## src/rtl/fifo_control_if.sv

```systemverilog
// Handshake and status bundle between the FIFO pointer/flag controller and its users.
// The controller takes the slave modport; the producer/consumer side takes the master modport.
interface fifo_control_if #(
   parameter int PTR_WIDTH = 3
);
   logic                 push;
   logic                 pop;
   logic [PTR_WIDTH-1:0] wr_ptr;
   logic [PTR_WIDTH-1:0] rd_ptr;
   logic                 write_enable;
   logic                 read_enable;
   logic [PTR_WIDTH:0]   fifo_count;
   logic                 full;
   logic                 empty;
   logic                 almost_full;
   logic                 almost_empty;
   logic                 error;

   // Handshake: push/pop are single-cycle requests. A request is accepted in the
   // cycle it is presented exactly when the matching enable is high in that cycle;
   // a rejected request is dropped, never held or retried by the controller.
   modport master (
      output push, pop,
      input  wr_ptr, rd_ptr, write_enable, read_enable, fifo_count,
      input  full, empty, almost_full, almost_empty, error
   );

   modport slave (
      input  push, pop,
      output wr_ptr, rd_ptr, write_enable, read_enable, fifo_count,
      output full, empty, almost_full, almost_empty, error
   );
endinterface

```

## src/rtl/fifo_control.sv

```systemverilog
// Pointer, occupancy and flag controller for an 8-entry synchronous FIFO memory.
// Define FIFO_ERR_DETECT_EN to enable the sticky illegal-access error flag.
module fifo_control #(
   parameter int DEPTH     = 8,
   parameter int PTR_WIDTH = 3,
   parameter int AF_THRESH = 6,
   parameter int AE_THRESH = 2
) (
   input logic           clk,
   input logic           reset,
   fifo_control_if.slave bus
);
   localparam logic [PTR_WIDTH:0] COUNT_FULL = (PTR_WIDTH+1)'(DEPTH);
   localparam logic [PTR_WIDTH:0] COUNT_AF   = (PTR_WIDTH+1)'(AF_THRESH);
   localparam logic [PTR_WIDTH:0] COUNT_AE   = (PTR_WIDTH+1)'(AE_THRESH);

   logic [PTR_WIDTH-1:0] wr_ptr;
   logic [PTR_WIDTH-1:0] rd_ptr;
   logic [PTR_WIDTH:0]   count;
   logic                 full;
   logic                 empty;
   logic                 push_ok;
   logic                 pop_ok;

   assign full  = (count == COUNT_FULL);
   assign empty = (count == '0);

   // A push into a full FIFO is legal only while the same cycle frees a slot.
   assign pop_ok  = bus.pop & ~empty;
   assign push_ok = bus.push & (~full | pop_ok);

   always_ff @(posedge clk) begin
      if (reset) begin
         wr_ptr <= '0;
         rd_ptr <= '0;
         count  <= '0;
      end else begin
         if (push_ok) wr_ptr <= wr_ptr + 1'b1;
         if (pop_ok)  rd_ptr <= rd_ptr + 1'b1;
         case ({push_ok, pop_ok})
            2'b10:   count <= count + 1'b1;
            2'b01:   count <= count - 1'b1;
            default: count <= count;
         endcase
      end
   end

`ifdef FIFO_ERR_DETECT_EN
   logic error_r;

   always_ff @(posedge clk) begin
      if (reset) begin
         error_r <= 1'b0;
      end else if ((bus.push & ~push_ok) | (bus.pop & ~pop_ok)) begin
         error_r <= 1'b1;
      end
   end

   assign bus.error = error_r;
`else
   assign bus.error = 1'b0;
`endif

   assign bus.wr_ptr       = wr_ptr;
   assign bus.rd_ptr       = rd_ptr;
   assign bus.fifo_count   = count;
   assign bus.write_enable = push_ok & ~reset;
   assign bus.read_enable  = pop_ok & ~reset;
   assign bus.full         = full;
   assign bus.empty        = empty;
   assign bus.almost_full  = (count >= COUNT_AF);
   assign bus.almost_empty = (count <= COUNT_AE);
endmodule

```

## src/flat_wrapper.sv

```systemverilog
// flat-port wrapper written by rule: the top's interface ports become plain ports
module fifo_control_flat 
#(
   parameter int DEPTH     = 8,
   parameter int PTR_WIDTH = 3,
   parameter int AF_THRESH = 6,
   parameter int AE_THRESH = 2
)
  (clk, reset, bus_push, bus_pop, bus_wr_ptr, bus_rd_ptr, bus_write_enable, bus_read_enable, bus_fifo_count, bus_full, bus_empty, bus_almost_full, bus_almost_empty, bus_error);
  fifo_control_if #(.PTR_WIDTH(PTR_WIDTH)) bus_i ();
  input logic clk;
  input logic reset;
  input wire logic [$bits(bus_i.push)-1:0] bus_push;
  input wire logic [$bits(bus_i.pop)-1:0] bus_pop;
  output wire logic [$bits(bus_i.wr_ptr)-1:0] bus_wr_ptr;
  output wire logic [$bits(bus_i.rd_ptr)-1:0] bus_rd_ptr;
  output wire logic [$bits(bus_i.write_enable)-1:0] bus_write_enable;
  output wire logic [$bits(bus_i.read_enable)-1:0] bus_read_enable;
  output wire logic [$bits(bus_i.fifo_count)-1:0] bus_fifo_count;
  output wire logic [$bits(bus_i.full)-1:0] bus_full;
  output wire logic [$bits(bus_i.empty)-1:0] bus_empty;
  output wire logic [$bits(bus_i.almost_full)-1:0] bus_almost_full;
  output wire logic [$bits(bus_i.almost_empty)-1:0] bus_almost_empty;
  output wire logic [$bits(bus_i.error)-1:0] bus_error;
  assign bus_i.push = bus_push;
  assign bus_i.pop = bus_pop;
  assign bus_wr_ptr = bus_i.wr_ptr;
  assign bus_rd_ptr = bus_i.rd_ptr;
  assign bus_write_enable = bus_i.write_enable;
  assign bus_read_enable = bus_i.read_enable;
  assign bus_fifo_count = bus_i.fifo_count;
  assign bus_full = bus_i.full;
  assign bus_empty = bus_i.empty;
  assign bus_almost_full = bus_i.almost_full;
  assign bus_almost_empty = bus_i.almost_empty;
  assign bus_error = bus_i.error;
  fifo_control #(.DEPTH(DEPTH), .PTR_WIDTH(PTR_WIDTH), .AF_THRESH(AF_THRESH), .AE_THRESH(AE_THRESH)) u_core (.clk(clk), .reset(reset), .bus(bus_i));
endmodule
```

## config.mk

```make
export PLATFORM = sky130hd
export DESIGN_NAME = fifo_control_flat
export DESIGN_NICKNAME = d
export VERILOG_FILES = /design/src/rtl/fifo_control_if.sv /design/src/rtl/fifo_control.sv /design/src/flat_wrapper.sv
export SDC_FILE = /design/constraint.sdc
export NUM_CORES = 1
export LEC_CHECK = 0
export BUFFER_PORTS_ARGS = -buffer_cell sky130_fd_sc_hd__buf_2
export CORE_MARGIN = 3
export CORE_UTILIZATION = 35
export DETAILED_ROUTE_END_ITERATION = 8
export GPL_ROUTABILITY_DRIVEN = 0
export PLACE_DENSITY = 0.54
export SLEW_MARGIN = 20
export SYNTH_ARGS = -nofsm -noshare
export SYNTH_HDL_FRONTEND = slang
export SYNTH_SLANG_ARGS = --single-unit
```

## constraint.sdc

```tcl
create_clock -name clk -period 3.7 [get_ports clk]
set_clock_uncertainty 0.05 [all_clocks]
set_input_delay 0.185 -clock clk [delete_from_list [all_inputs] [get_ports clk]]
set_output_delay 0.185 -clock clk [all_outputs]
set_load 0.05 [all_outputs]
```

==> metrics, run 1 <==
CTS Hold Bufs 0; clock root buffer sky130_fd_sc_hd__clkbuf_4; end-of-flow core utilization 0.442; GR Util met2 0.185; number of nets at the end of the flow roughly 100; clock slew seen by the registers of the worst setup and hold paths approximately 70 ps; synthesized instance count 74; CP max FO 9; total count of hold-check failures in the final report 0; TritonCTS clock tree yes; logic depth of the worst register-to-register path 9; worst stage delay on the critical path 460 ps; crit path DAT about 2700 ps; kind of start point of the critical path register; EDFF count, synth 0; leading post-synthesis cells by cell area sky130_fd_sc_hd__dfxtp_1, sky130_fd_sc_hd__ha_1, sky130_fd_sc_hd__nor2_1, sky130_fd_sc_hd__xor2_1, sky130_fd_sc_hd__mux2i_1; DR vias 560; antenna violations before repair 0; Hold WC Path Type in2reg; share of synthesized flip-flops with an asynchronous set or reset 0; Worst Path Required about 3800 ps; die area 2550 sq um; number of placed I/O pins 21; Port Buf Inserts 19; post-synthesis register bit count 10; starting density of the core 0.384; leading cell types in the layout, fill and taps excluded sky130_fd_sc_hd__buf_2, sky130_fd_sc_hd__nor2_1, sky130_fd_sc_hd__dfxtp_1; Final Setup Violations 0; Cell Area, Synth just under 700 sq um; Top FF cell, synth sky130_fd_sc_hd__dfxtp_1; most crowded layer after global routing met2; R2R Path End u_core.bus.fifo_count[3]; number of max-cap violations 0; met3 usage in global routing 0.0386; Unique masters post-synth 33; post-detailed-routing wire length approximately 1400 um; setup TNS 0 ps; antenna cells 0; Gates resized, CTS repair 0; via count of the first global-routing pass between 500 and 600; DRC violation total after the first TritonRoute iteration 12; final worst path period need between 2000 and 3000 ps; max_slew headroom 0.640; ordered list of cells on the worst path or3_4, o21ai_2, or2_2, inv_1, ha_1, a21oi_1, nor4bb_1, o21bai_1, a31oi_1; count of final max-slew check failures 0; total overflow reported by the global router 0; Setup Fix Bufs, Post-CTS 0; die width 50.5 um; CTS HTree Levels 1; wire length of the first global-routing pass 2460 um; min setup slack post-route 1150 ps; area fraction of the dominant cell type after synthesis 0.289; clock buffer depth 2; startpoint of the most critical register-to-register path u_core.bus.fifo_count[0]; actual transition at the worst max-transition pin ~540 ps; area delta synth->final 15.2%; startpoint-to-endpoint class of the critical path reg2reg; worst slack at placement 1160 ps; clock latency of the later-clocked register in the worst-skew pair between 200 and 300 ps; startpoint of the most critical setup path u_core.bus.fifo_count[0]; Critical-path top delay cell sky130_fd_sc_hd__or3_4; Die Y-Extent between 50 and 60 um; Avg Synthesized Cell Area a little over 9 sq um; endpoint of the most critical setup path u_core.bus.fifo_count[3]; layout cell share with drive strength beyond 1 0.319; dominant cell type by area after synthesis sky130_fd_sc_hd__dfxtp_1; Inserted Clock Buffers 3; number of sinks driven by the clock tree 10; detail-routed net length per standard cell about 12 um; met1 routing resource usage after global routing 0.167; ratio of routed vias to standard cells 4.83; placed wire-length estimate slightly above 1000 um; period utilisation layout 0.690; Core Rows 15; Antenna Violating Nets Remaining 0; most frequent standard cell in the layout excluding fill and tap cells sky130_fd_sc_hd__buf_2; post-route DRC violation count 0; FMAX 0.392 GHz; total track usage 0.125; final hold slack 195 ps; register-to-register setup slack between 1000 and 1500 ps; Post-Syn Nets between 80 and 90; maximum number of pins on one net before global-route repair 13; status complete, no violations; unrepaired setup endpoints after global routing false; synthesis warning total 0; detailed-routing iteration count for the pre-antenna-repair pass 4; placeable core area between 1500 and 2000 sq um; capturing element type of the critical path register; sequential element share of the synthesized area 0.289
## worst max-delay path: cells and delay by family (launching register included)
| kind | cells | cell delay (ps) |
|---|---|---|
| AOI/OAI and AO/OA | 4 | 760 |
| adders and majority gates | 1 | 320 |
| buffers and inverters | 1 | 60 |
| DFF | 1 | 410 |
| and+or+nand+nor | 3 | 890 |
## cell usage after synthesis, types with 2 or more instances
master / count
sky130_fd_sc_hd__nand3_1: 2
sky130_fd_sc_hd__buf_4: 2
sky130_fd_sc_hd__inv_1: 3
sky130_fd_sc_hd__a21oi_1: 2
sky130_fd_sc_hd__o211ai_1: 2
sky130_fd_sc_hd__dfxtp_1: 10
sky130_fd_sc_hd__xnor2_1: 3
sky130_fd_sc_hd__mux2i_1: 3
sky130_fd_sc_hd__o21ai_2: 2
sky130_fd_sc_hd__ha_1: 4
sky130_fd_sc_hd__a211oi_1: 2
sky130_fd_sc_hd__xor2_1: 4
sky130_fd_sc_hd__nor2_1: 13
sky130_fd_sc_hd__clkbuf_8: 2
sky130_fd_sc_hd__nand2b_1: 2
## stage by stage
stage / instance area, sq um / instances
final: 797 / 116
after global routing: 797 / 116
after CTS: 797 / 116
after detailed placement: 761 / 112
after global placement: 761 / 112
after floorplan: 692 / 74
## area by class of cell
type	count	area, sq um
clock buffer	4	36.3
fill	183	1000
inverter	3	11.3
multi-input combinational	55	423
sequential	10	200
tap	25	31.3
timing repair buffer	19	95.1
## worst min-delay path by stage
stage	start	slack [ps]	end	depth (start not counted)
5_1_grt	reset	210	u_core.bus.rd_ptr[0]	2
2_1_floorplan	reset	200	u_core.bus.fifo_count[3]	1
6_report	reset	200	u_core.bus.wr_ptr[0]	2
3_5_place_dp	u_core.bus.rd_ptr[2]	450	u_core.bus.rd_ptr[2]	2
3_3_place_gp	u_core.bus.wr_ptr[2]	440	u_core.bus.wr_ptr[2]	2
4_1_cts	reset	200	u_core.bus.wr_ptr[2]	2
## routing by layer
metal / up-vias / wire length [um] / part of all wire
met1: 253 / 647 / 0.47
li1: 288 / - / -
met3: 2 / 92 / 0.067
met2: 17 / 615 / 0.45
met5: - / 0 / 0
met4: 0 / 11 / 0.0080
## kinds of logic after synthesis
group,share of synthesized area
buffers and inverters,0.0994
XOR/XNOR,0.0886
AO/OA/AOI/OAI,0.184
flip-flops,0.289
multiplexers,0.0434
AND/OR/NAND/NOR,0.188
adder cells (fa/ha/maj),0.101
other,0.00542
## flip-flops by register name, indices dropped and copies added (netlist names)
register               cells
u_core.bus.fifo_count      4
u_core.bus.wr_ptr          3
u_core.bus.rd_ptr          3
Power of run 1 is not shown: default switching activity piles up to over one toggle a cycle in this logic, so the estimate is an artifact.
==> run 2, diff against run 1 <==
clock period = 2.55 ns   (was 3.7 ns; I/O delays follow)
==> metrics, run 2 (same netlist as run 1, synthesis figures left out) <==
final worst path period need 2300 ps (-250 ps); Hold WC Path Type in2reg; detail-routed net length per standard cell 12.9 um (+9.3%); Final Setup Violations 0 (unchanged); logic depth of the worst register-to-register path 9 (unchanged); layout cell share with drive strength beyond 1 0.372 (+0.0537); total overflow reported by the global router 0 (unchanged); HP Start reset; FMAX 0.434 GHz (+11%); leading cell types in the layout, fill and taps excluded sky130_fd_sc_hd__buf_2, sky130_fd_sc_hd__nor2_1, sky130_fd_sc_hd__dfxtp_1; status complete, no violations; total count of hold-check failures in the final report 0 (unchanged); CP max FO 9 (unchanged); Worst Path Required 2690 ps (-1140 ps); antenna violations before repair 0 (unchanged); die area 2550 sq um (unchanged); area of all sequential standard cells 203 sq um (+1.2%); period utilisation layout 0.903 (+0.213); combined area of the multi-input logic cells 427 sq um (+0.89%); total track usage 0.134 (+0.00879); Antenna Violating Nets Remaining 0 (unchanged); count of final max-slew check failures 0 (unchanged); actual transition at the worst max-transition pin 569 ps (+33.5 ps); startpoint-to-endpoint class of the critical path reg2reg; register-to-register setup slack 250 ps (-900 ps); DRC violation total after the first TritonRoute iteration 9 (-3); number of nets at the end of the flow 105 (+4.0%); placed wire-length estimate 1120 um (+9.4%); Core Rows 15 (unchanged); Port Buf Inserts 19 (unchanged); number of sinks driven by the clock tree 10 (unchanged); Die Y-Extent 50.5 um (unchanged); clock buffer depth 2 (unchanged); setup TNS 0 ps (unchanged); ratio of routed vias to standard cells 4.87 (+0.79%); unrepaired setup endpoints after global routing false; max_slew headroom 0.618 (-0.0225); clock slew seen by the registers of the worst setup and hold paths 60 ps (about the same); total of fill cells in the finished design 207 (+13%); capturing element type of the critical path register; most frequent standard cell in the layout excluding fill and tap cells sky130_fd_sc_hd__buf_2; DR vias 579 (+3.4%); die width 50.5 um (unchanged); crit path DAT 2440 ps (-250 ps); via count of the first global-routing pass 597 (+5.9%); number of max-cap violations 0 (unchanged); clock root buffer sky130_fd_sc_hd__clkbuf_4; detailed-routing iteration count for the pre-antenna-repair pass 2 (-2); CTS HTree Levels 1 (unchanged); clock latency of the later-clocked register in the worst-skew pair 260 ps (about the same); maximum number of pins on one net before global-route repair 13 (unchanged); wire length of the first global-routing pass 2570 um (+4.8%); startpoint of the most critical setup path u_core.bus.fifo_count[0]; TritonCTS clock tree yes; number of cells traversed by the worst hold path 2 (unchanged); startpoint of the most critical register-to-register path u_core.bus.fifo_count[0]; Inserted Clock Buffers 3 (unchanged); antenna cells 0 (unchanged); starting density of the core 0.384 (unchanged); post-detailed-routing wire length 1530 um (+12%); placeable core area 1800 sq um (unchanged); kind of start point of the critical path register; number of placed I/O pins 21 (unchanged); Largest register FFs 4 (unchanged); area delta synth->final 18.4%; post-route DRC violation count 0 (unchanged)
==> run 2: cell types whose count changed in the layout (fill, tap and decap cells not counted) <==
cell	change
sky130_fd_sc_hd__dfxtp_1	-2
sky130_fd_sc_hd__clkbuf_8	-1
sky130_fd_sc_hd__buf_4	+4
sky130_fd_sc_hd__a21oi_2	+1
sky130_fd_sc_hd__a21oi_1	-1
sky130_fd_sc_hd__dfxtp_2	+2
==> run 2: what timing repair did <==
action,4_1_cts,5_1_grt
hold buffers,0,0
setup buffers,0,0
setup endpoints to repair,0,1
resized for setup,0,1
==> run 2: final cells by class <==
type	count	area share
multi-input combinational	55	0.521
sequential	10	0.247
timing repair buffer	23	0.153
tap	25	0.0382
clock buffer	3	0.0275
inverter	3	0.0137
==> run 2: metrics by stage <==
step | instances | area [sq um] | utilization | hold WS [ps] | setup slack, ps
after global routing | 119 | 820 | 0.455 | 163 | 39.9
after detailed placement | 116 | 793 | 0.440 | 415 | 203
final | 119 | 820 | 0.455 | 144 | 247
after floorplan | 74 | 694 | - | 143 | 60.3
after CTS | 119 | 816 | 0.453 | 142 | 182
after global placement | 116 | 793 | 0.440 | 413 | 265
==> run 2: critical path, stage by stage, from the launching register on <==
cell and delay, ps:
sky130_fd_sc_hd__dfxtp_2 380, sky130_fd_sc_hd__or3_4 450, sky130_fd_sc_hd__o21ai_2 140, sky130_fd_sc_hd__or2_2 140, sky130_fd_sc_hd__inv_1 60, sky130_fd_sc_hd__ha_1 330, sky130_fd_sc_hd__nand3_1 160, sky130_fd_sc_hd__nor4bb_1 290
sky130_fd_sc_hd__o21bai_1 110, sky130_fd_sc_hd__a31oi_1 120
==> run 2: path summary, 6_finish.rpt <==
check                                  end
setup / recovery  u_core.bus.fifo_count[3]
hold / removal        u_core.bus.wr_ptr[2]
setup reg to reg  u_core.bus.fifo_count[3]
hold reg to reg       u_core.bus.wr_ptr[2]
==> run 2: layer usage <==
layer | vias up | wire length [um] | global-route usage
met4 | 0 | 15 | 0.0359
met3 | 2 | 100 | 0.0475
met5 | - | 0 | 0
li1 | 290 | - | -
met1 | 268 | 719 | 0.169
met2 | 19 | 697 | 0.215
Power of run 2 is left out for the same reason.
==> run 3, diff against run 2 <==
CORE_UTILIZATION = 49   (was 35)
PLACE_DENSITY = 0.73   (was 0.54)
SKIP_LAST_GASP = 1   (was default)
==> metrics, run 3 (same netlist as run 1, synthesis figures left out) <==
status complete, no violations; period utilisation layout 0.928 (+0.0246); worst stage delay on the critical path 440 ps (about the same); placeable core area 1220 sq um (-32%); via count of the first global-routing pass 515 (-14%); post-route DRC violation count 0 (unchanged); maximum number of pins on one net before global-route repair 13 (unchanged); Critical-path top delay cell sky130_fd_sc_hd__or3_4; number of nets at the end of the flow 104 (-0.95%); post-detailed-routing wire length 1400 um (-8.9%); leading cell types in the layout, fill and taps excluded sky130_fd_sc_hd__buf_2, sky130_fd_sc_hd__nor2_1, sky130_fd_sc_hd__dfxtp_1; layout cell share with drive strength beyond 1 0.372 (unchanged); number of placed I/O pins 21 (unchanged); CTS HTree Levels 1 (unchanged); ordered list of cells on the worst path or3_4, o21ai_2, or2_2, inv_1, ha_1, nand3_1, nor4bb_1, o21bai_1, a31oi_1; actual transition at the worst max-transition pin 504 ps (-65.1 ps); total of fill cells in the finished design 108 (-48%); Antenna Violating Nets Remaining 0 (unchanged); clock root buffer sky130_fd_sc_hd__clkbuf_4; crit path DAT 2510 ps (+70 ps); total track usage 0.166 (+0.0326); detailed-routing iteration count for the pre-antenna-repair pass 4 (+2); Inserted Clock Buffers 3 (unchanged); DR vias 588 (+1.6%); detail-routed net length per standard cell 12.9 um (+0.41%); clock slew seen by the registers of the worst setup and hold paths 70 ps (about the same); max_slew headroom 0.661 (+0.0438); total overflow reported by the global router 0 (unchanged); combined area of the multi-input logic cells 427 sq um (unchanged); die area 1900 sq um (-25%); total instance count after detailed placement 104 (-10%); count of placed standard cells in the final layout, fillers left out 108 (-9.2%); count of final max-slew check failures 0 (unchanged); clock buffer depth 2 (unchanged); die width 43.6 um (-14%); Worst Path Required 2700 ps (about the same); antenna cells 0 (unchanged); clock latency of the later-clocked register in the worst-skew pair 260 ps (about the same); unrepaired setup endpoints after global routing false; Final Setup Violations 0 (unchanged); setup TNS 0 ps (unchanged); placed wire-length estimate 1100 um (-2.0%); number of sinks driven by the clock tree 10 (unchanged); number of max-cap violations 0 (unchanged); kind of start point of the critical path register; Core Rows 12 (-3); antenna violations before repair 0 (unchanged); area of all sequential standard cells 203 sq um (unchanged); CP max FO 9 (unchanged); capturing element type of the critical path register; most frequent standard cell in the layout excluding fill and tap cells sky130_fd_sc_hd__buf_2; area delta synth->final 17.4%; TritonCTS clock tree yes; FMAX 0.423 GHz (-2.7%); wire length of the first global-routing pass 2410 um (-6.4%); final worst path period need 2370 ps (+62.7 ps); Die Y-Extent 43.6 um (-14%); Largest register FFs 4 (unchanged); starting density of the core 0.569 (+0.185); DRC violation total after the first TritonRoute iteration 21 (+12); CTS Hold Bufs 0 (unchanged); Hold WC Path Type in2reg; Port Buf Inserts 19 (unchanged); ratio of routed vias to standard cells 5.44 (+12%); total count of hold-check failures in the final report 0 (unchanged); startpoint-to-endpoint class of the critical path reg2reg
-- run 3: metal layers --
layer,global-route usage,wire length (um)
met1,0.229,614
met2,0.265,692
met3,0.0622,89
met4,0,0
met5,0,0
-- run 3: worst paths after layout --
path                                               start                  endpoint  slack [ps]  cells past startpoint
worst max-delay path            u_core.bus.fifo_count[0]  u_core.bus.fifo_count[3]         180                      9
worst min-delay path                               reset  u_core.bus.fifo_count[0]         120                      2
worst max register to register  u_core.bus.fifo_count[0]  u_core.bus.fifo_count[3]         180                      9
worst min register to register      u_core.bus.rd_ptr[2]      u_core.bus.rd_ptr[2]         460                      2
-- run 3: worst max-delay path: cells and delay by family, from the launching register on --
family	cells	cell delay [ps]
and+or+nand+nor	4	1100
DFF	1	370
AOI/OAI and AO/OA	3	400
buffers and inverters	1	60
adders and majority gates	1	320
-- run 3: repair_timing --
action / CTS / global route
hold endpoints to repair: 0 / 0
buffers inserted: 0 / 0
gates resized for setup: 0 / 1
setup endpoints to repair: 0 / 1
-- run 3: layout make-up --
| cell class | count | area share |
|---|---|---|
| multi-input combinational | 55 | 0.525 |
| inverter | 3 | 0.0139 |
| clock buffer | 4 | 0.0447 |
| sequential | 10 | 0.250 |
| tap | 14 | 0.0216 |
| timing repair buffer | 22 | 0.145 |
-- run 3: metrics by stage --
step | setup slack (ps) | utilization | area (sq um) | hold WS (ps)
2_1_floorplan | 60.3 | - | 694 | 143
3_3_place_gp | 205 | 0.635 | 772 | 403
3_5_place_dp | 169 | 0.635 | 772 | 406
4_1_cts | 119 | 0.665 | 808 | 125
5_1_grt | 45.5 | 0.668 | 812 | 144
6_report | 184 | 0.668 | 812 | 119
Power of run 3 is left out for the same reason.
